## src/rtl/pt_check_pkg.sv

```systemverilog
// Shared constants and helpers for the ARC4 crack datapath: plaintext
// layout, printable range and the plaintext checker state encoding.
package pt_check_pkg;

  localparam logic [7:0] PT_LEN_ADDR = 8'd0;
  localparam logic [7:0] PRINT_LO    = 8'h20;
  localparam logic [7:0] PRINT_HI    = 8'h7E;

  typedef enum logic [1:0] {
    IDLE = 2'd0,
    LEN  = 2'd1,
    SCAN = 2'd2
  } pt_state_e;

  // Unsigned inclusive range test; 8'h7F and all high-bit bytes fall outside.
  function automatic logic is_printable(input logic [7:0] b,
                                        input logic [7:0] lo,
                                        input logic [7:0] hi);
    return (b >= lo) && (b <= hi);
  endfunction

endpackage

```

## src/rtl/pt_check.sv

```systemverilog
// Plaintext validator: scans a length-prefixed message (byte 0 = length)
// one byte per cycle against a synchronous-read memory and reports whether
// every message byte is printable, exiting early on the first bad byte.
module pt_check
  import pt_check_pkg::*;
#(
  parameter logic [7:0] LO = PRINT_LO,
  parameter logic [7:0] HI = PRINT_HI
) (
  input  logic       clk,
  input  logic       rst_n,
  input  logic       en,
  output logic       rdy,
  output logic       ok,
  output logic [7:0] bad_idx,
  output logic [7:0] pt_addr,
  input  logic [7:0] pt_rddata
);

  pt_state_e  state, state_n;
  logic [7:0] len, len_n;
  logic [7:0] idx, idx_n;
  logic       ok_n;
  logic [7:0] bad_idx_n;

  // The checker is idle exactly when it can accept a new request.
  assign rdy = (state == IDLE);

  // State and result registers; reset discards any partial scan.
  always_ff @(posedge clk or negedge rst_n) begin
    if (!rst_n) begin
      state   <= IDLE;
      len     <= 8'd0;
      idx     <= 8'd0;
      ok      <= 1'b0;
      bad_idx <= 8'd0;
    end else begin
      state   <= state_n;
      len     <= len_n;
      idx     <= idx_n;
      ok      <= ok_n;
      bad_idx <= bad_idx_n;
    end
  end

  // Next-state and address generation. LEN takes two cycles (idx 0 then 1):
  // the first issues address 0, the second issues address 1 while the length
  // byte arrives. In SCAN the address runs one ahead of idx so data for byte
  // idx is on pt_rddata in the cycle idx is checked; the one-past-the-end
  // read is speculative and its data is never looked at.
  always_comb begin
    state_n   = state;
    len_n     = len;
    idx_n     = idx;
    ok_n      = ok;
    bad_idx_n = bad_idx;
    pt_addr   = PT_LEN_ADDR;

    case (state)
      IDLE: begin
        if (en) begin
          state_n = LEN;
          idx_n   = 8'd0;
          len_n   = 8'd0;
        end
      end

      LEN: begin
        pt_addr = idx;
        if (idx == 8'd0) begin
          idx_n = 8'd1;
        end else begin
          len_n = pt_rddata;
          if (pt_rddata == 8'd0) begin
            ok_n      = 1'b1;
            bad_idx_n = 8'd0;
            state_n   = IDLE;
          end else begin
            state_n = SCAN;
          end
        end
      end

      SCAN: begin
        pt_addr = (idx == 8'hFF) ? 8'hFF : idx + 8'd1;
        if (!is_printable(pt_rddata, LO, HI)) begin
          ok_n      = 1'b0;
          bad_idx_n = idx;
          state_n   = IDLE;
        end else if (idx == len) begin
          ok_n      = 1'b1;
          bad_idx_n = 8'd0;
          state_n   = IDLE;
        end else begin
          idx_n = idx + 8'd1;
        end
      end

      default: begin
        state_n = IDLE;
      end
    endcase
  end

endmodule

```

## config.mk

```make
export PLATFORM = sky130hd
export DESIGN_NAME = pt_check
export DESIGN_NICKNAME = d
export VERILOG_FILES = /design/src/rtl/pt_check_pkg.sv /design/src/rtl/pt_check.sv
export SDC_FILE = /design/constraint.sdc
export NUM_CORES = 1
export LEC_CHECK = 0
export BUFFER_PORTS_ARGS = -buffer_cell sky130_fd_sc_hd__buf_4
export CAP_MARGIN = 20
export CORE_ASPECT_RATIO = 1.4
export CORE_MARGIN = 1
export CORE_UTILIZATION = 45
export CTS_BUF_LIST = sky130_fd_sc_hd__clkbuf_16
export DETAILED_ROUTE_END_ITERATION = 10
export PLACE_DENSITY = 0.66
export REMOVE_ABC_BUFFERS = 1
export SYNTH_ARGS = -nofsm -noshare
export SYNTH_HDL_FRONTEND = slang
export SYNTH_SLANG_ARGS = --single-unit
export TNS_END_PERCENT = 1
```

## constraint.sdc

```tcl
create_clock -name clk -period 2.53 [get_ports clk]
set_clock_uncertainty 0.2 [all_clocks]
set_input_delay 0.1265 -clock clk [delete_from_list [all_inputs] [get_ports clk]]
set_output_delay 0.1265 -clock clk [all_outputs]
set_load 0.02 [all_outputs]
```

==> impl_metrics.json <==
{
  "design.die.area_um2": 4160,
  "finalWirelength_um": 4330,
  "path_common_cell": "sky130_fd_sc_hd__buf_4",
  "vias": 1590,
  "grt_antenna_before_repair": 0,
  "die_x_um": 54.8,
  "gr-total-overflow": 0,
  "ant_nets": 0,
  "ys_top_cells_by_count": "sky130_fd_sc_hd__dfrtp_1, sky130_fd_sc_hd__a22o_1, sky130_fd_sc_hd__nand2_1",
  "critPathLaunchType": "register",
  "slowest_stage": "sky130_fd_sc_hd__dfrtp_1",
  "cts.reportedPaths.clkPinSlew_ns": 0.07,
  "detailedRoute.firstIterationViolations": 34,
  "netlist.area_leader.share_pct": 38.5,
  "utilization_after_layout_pct": 58.8,
  "number_of_cells_produced_by_synthesis": 188,
  "crit_type": "reg2out",
  "fp.dieH_um": 75.9,
  "final_hold_viol_count": 0,
  "place_congestion": 0.869,
  "p_per_area_nw_per_um2": 974,
  "cts_buffers": 3,
  "result_of_the_run": "completed",
  "timing.rr.start": "idx[1]",
  "slew_headroom_pct": 60.2,
  "post_synth_instance_area_um2": 1760,
  "period_needed_ns": 2.45,
  "wl_per_cell_um": 16.3,
  "clock_tree.buffer_depth": 2,
  "clkSinkCount": 27,
  "post_drt_via_cell_ratio": 6.00,
  "pin_count_of_the_biggest_net_entering_global_routing": 28,
  "fillCellCount": 319,
  "r2r.worst_path.cells": 8,
  "dp.final_hpwl_um": 3120,
  "global_route.usage.total_pct": 22.4,
  "cts_tree": "done",
  "number_of_max_cap_violations": 0,
  "largest_stage_delay_on_the_critical_path_ns": 0.51,
  "timing.critical_path.cells": "ha_1 > nand2_1 > nor2_1 > nand4_1 > buf_4 > o221ai_1 > and2_1 > buf_4",
  "top_level_ports": 29,
  "syn_avg_cell_area_um2": 9.34,
  "layout-area-overhead-vs-synth_pct": 23.1,
  "final-setup-viol-count": 0,
  "worst_skew_pair.late_latency_ns": 0.26,
  "detail_route.drc_violations": 0,
  "post-synth-top-area-cell": "sky130_fd_sc_hd__dfrtp_1",
  "share_of_synthesized_flip_flops_with_an_asynchronous_set_or_reset_pct": 100,
  "timing.final.max_slew_violations": 0,
  "netlist_top_cells_area": "sky130_fd_sc_hd__dfrtp_1, sky130_fd_sc_hd__a22o_1, sky130_fd_sc_hd__xor2_1",
  "start_util_pct": 47.8,
  "dpl_cell_area_um2": 1980,
  "synth_cell_types": 49,
  "worst_reg2reg_setup_slack_ns": 0.24,
  "holdCritPathClass": "in2async",
  "synth_enable_flop_cells": 0,
  "cts-root-buf": "sky130_fd_sc_hd__clkbuf_16",
  "first_pass_iters": 4,
  "maxClockFrequency_ghz": 0.408,
  "ys_seq_elements": 27,
  "antennaDiodeCount": 0,
  "floorplan.core_area_um2": 3680,
  "synth_top_flop_cell": "sky130_fd_sc_hd__dfrtp_1",
  "grt_pass1_vias": 1524,
  "vdd_drop_max_mv": 0.674,
  "power_leakage_uw": 0.00103,
  "timing.critical_path.arrival_ns": 2.13,
  "layout.nets": 240,
  "worst-path-max-fanout": 7,
  "synth_seq_area_share_pct": 38.5,
  "grt_pass1_wl_um": 7000,
  "buffer_ports.inserted": 28,
  "critical_path.reg2reg.endpoint": "idx[7]",
  "timing.critical_path.to_type": "output pin",
  "cp.required_ns": 2.20,
  "ys_warn_count": 0,
  "final_design_area_no_fill_um2": 2160,
  "timing.final.crit_share_pct": 97.0,
  "post_route_cells_drive_above_1_share_pct": 21.5,
  "post-synth-top-count-cell": "sky130_fd_sc_hd__dfrtp_1",
  "depth_of_the_cts_h_tree": 1,
  "tightest_slew_ns": 0.593,
  "rows": 26
}
==> what timing repair did <==
action / CTS / global route
setup buffers: 0 / 1
hold buffers: 9 / 0
hold endpoints to repair: 35 / 0
resized for setup: 0 / 2
endpoints found under the setup margin: 0 / 7
==> cell type report <==
class                      instances  area, µm²  area share, %
clock buffer                       3       75.1           3.47
timing repair buffer              46        368           17.0
clock inverter                     1       3.75          0.174
sequential                        27        678           31.3
tap                               42       52.6           2.43
multi-input combinational        136        948           43.8
inverter                          10       37.5           1.74
==> worst max-delay path: cells and delay by family, from the launching register on <==
kind	cells	cell delay, ns
DFF	1	0.51
adders and majority gates	1	0.31
AOI/OAI and AO/OA	1	0.07
buffers and inverters	2	0.33
and+or+nand+nor	4	0.64
==> how the worst max path moves through the flow <==
stage | startpoint | to | slack, ns | cells past startpoint
detailed placement | idx[0] | bad_idx[1] | 0.22 | 7
global route | idx[1] | pt_addr[7] | -0.04 | 8
global placement | idx[0] | bad_idx[6] | 0.22 | 7
finish | idx[1] | pt_addr[7] | 0.08 | 8
CTS | idx[0] | pt_addr[7] | 0.008 | 7
floorplan | state[0] | idx[0] | 0.06 | 7
==> state kept, by name, indices dropped and copies added (netlist names) <==
signal and flops:
bad_idx 8, idx 8, len 8, state 2
ok 1
==> metrics by stage <==
stage,TNS (ns),total power (µW),hold WS (ns),worst slack [ns],instances
after floorplan,0,1350,-0.369,0.0562,173
after global placement,0,1700,-0.146,0.224,251
after detailed placement,0,1730,-0.139,0.220,251
after CTS,0,2100,0.131,0.00753,264
after global routing,-0.0467,2250,0.154,-0.0395,265
final,0,2110,0.107,0.0768,265
==> layout by cell type (no fill, tap or decap), drive strengths merged, types with 3 or more instances in the layout <==
master        n
nand2        14
o21ai         3
clkbuf        3
a21o          4
dfrtp        27
ha            5
nor2          7
nor3          7
xor2          9
a21oi        11
a22o         16
nor4          4
inv          11
a31oi         3
and2          5
nand3        12
dlygate4sd3   9
buf          37
nand4         4
==> kinds of logic (layout without fill, tap and decap cells) <==
group                      Yosys count  after routing  share of synthesized area (%)
muxes                                3              3                           1.85
adders and majority gates            5              5                           3.56
buffers and inverters               25             60                           7.55
AOI/OAI and AO/OA                   55             55                           23.1
xor gates and xnor gates            10             10                           4.99
and+or+nand+nor                     63             63                           20.5
DFF                                 27             27                           38.5
==> report_power, final <==
part	total, µW	internal (µW)	switching (µW)
Clock	364	212	152
Sequential	623	525	97.7
Combinational	1120	453	667
Total	2110	1190	916
==> layer usage <==
| layer | vias to the layer above | global-route usage (%) | wire length [µm] |
|---|---|---|---|
| met3 | 9 | 2.01 | 149 |
| met5 | - | 0 | 0 |
| met2 | 53 | 36.6 | 2260 |
| met1 | 761 | 28.9 | 1840 |
| met4 | 0 | 8.46 | 82 |
| li1 | 767 | - | - |
Note: power is estimated with default switching activity, not from simulation.
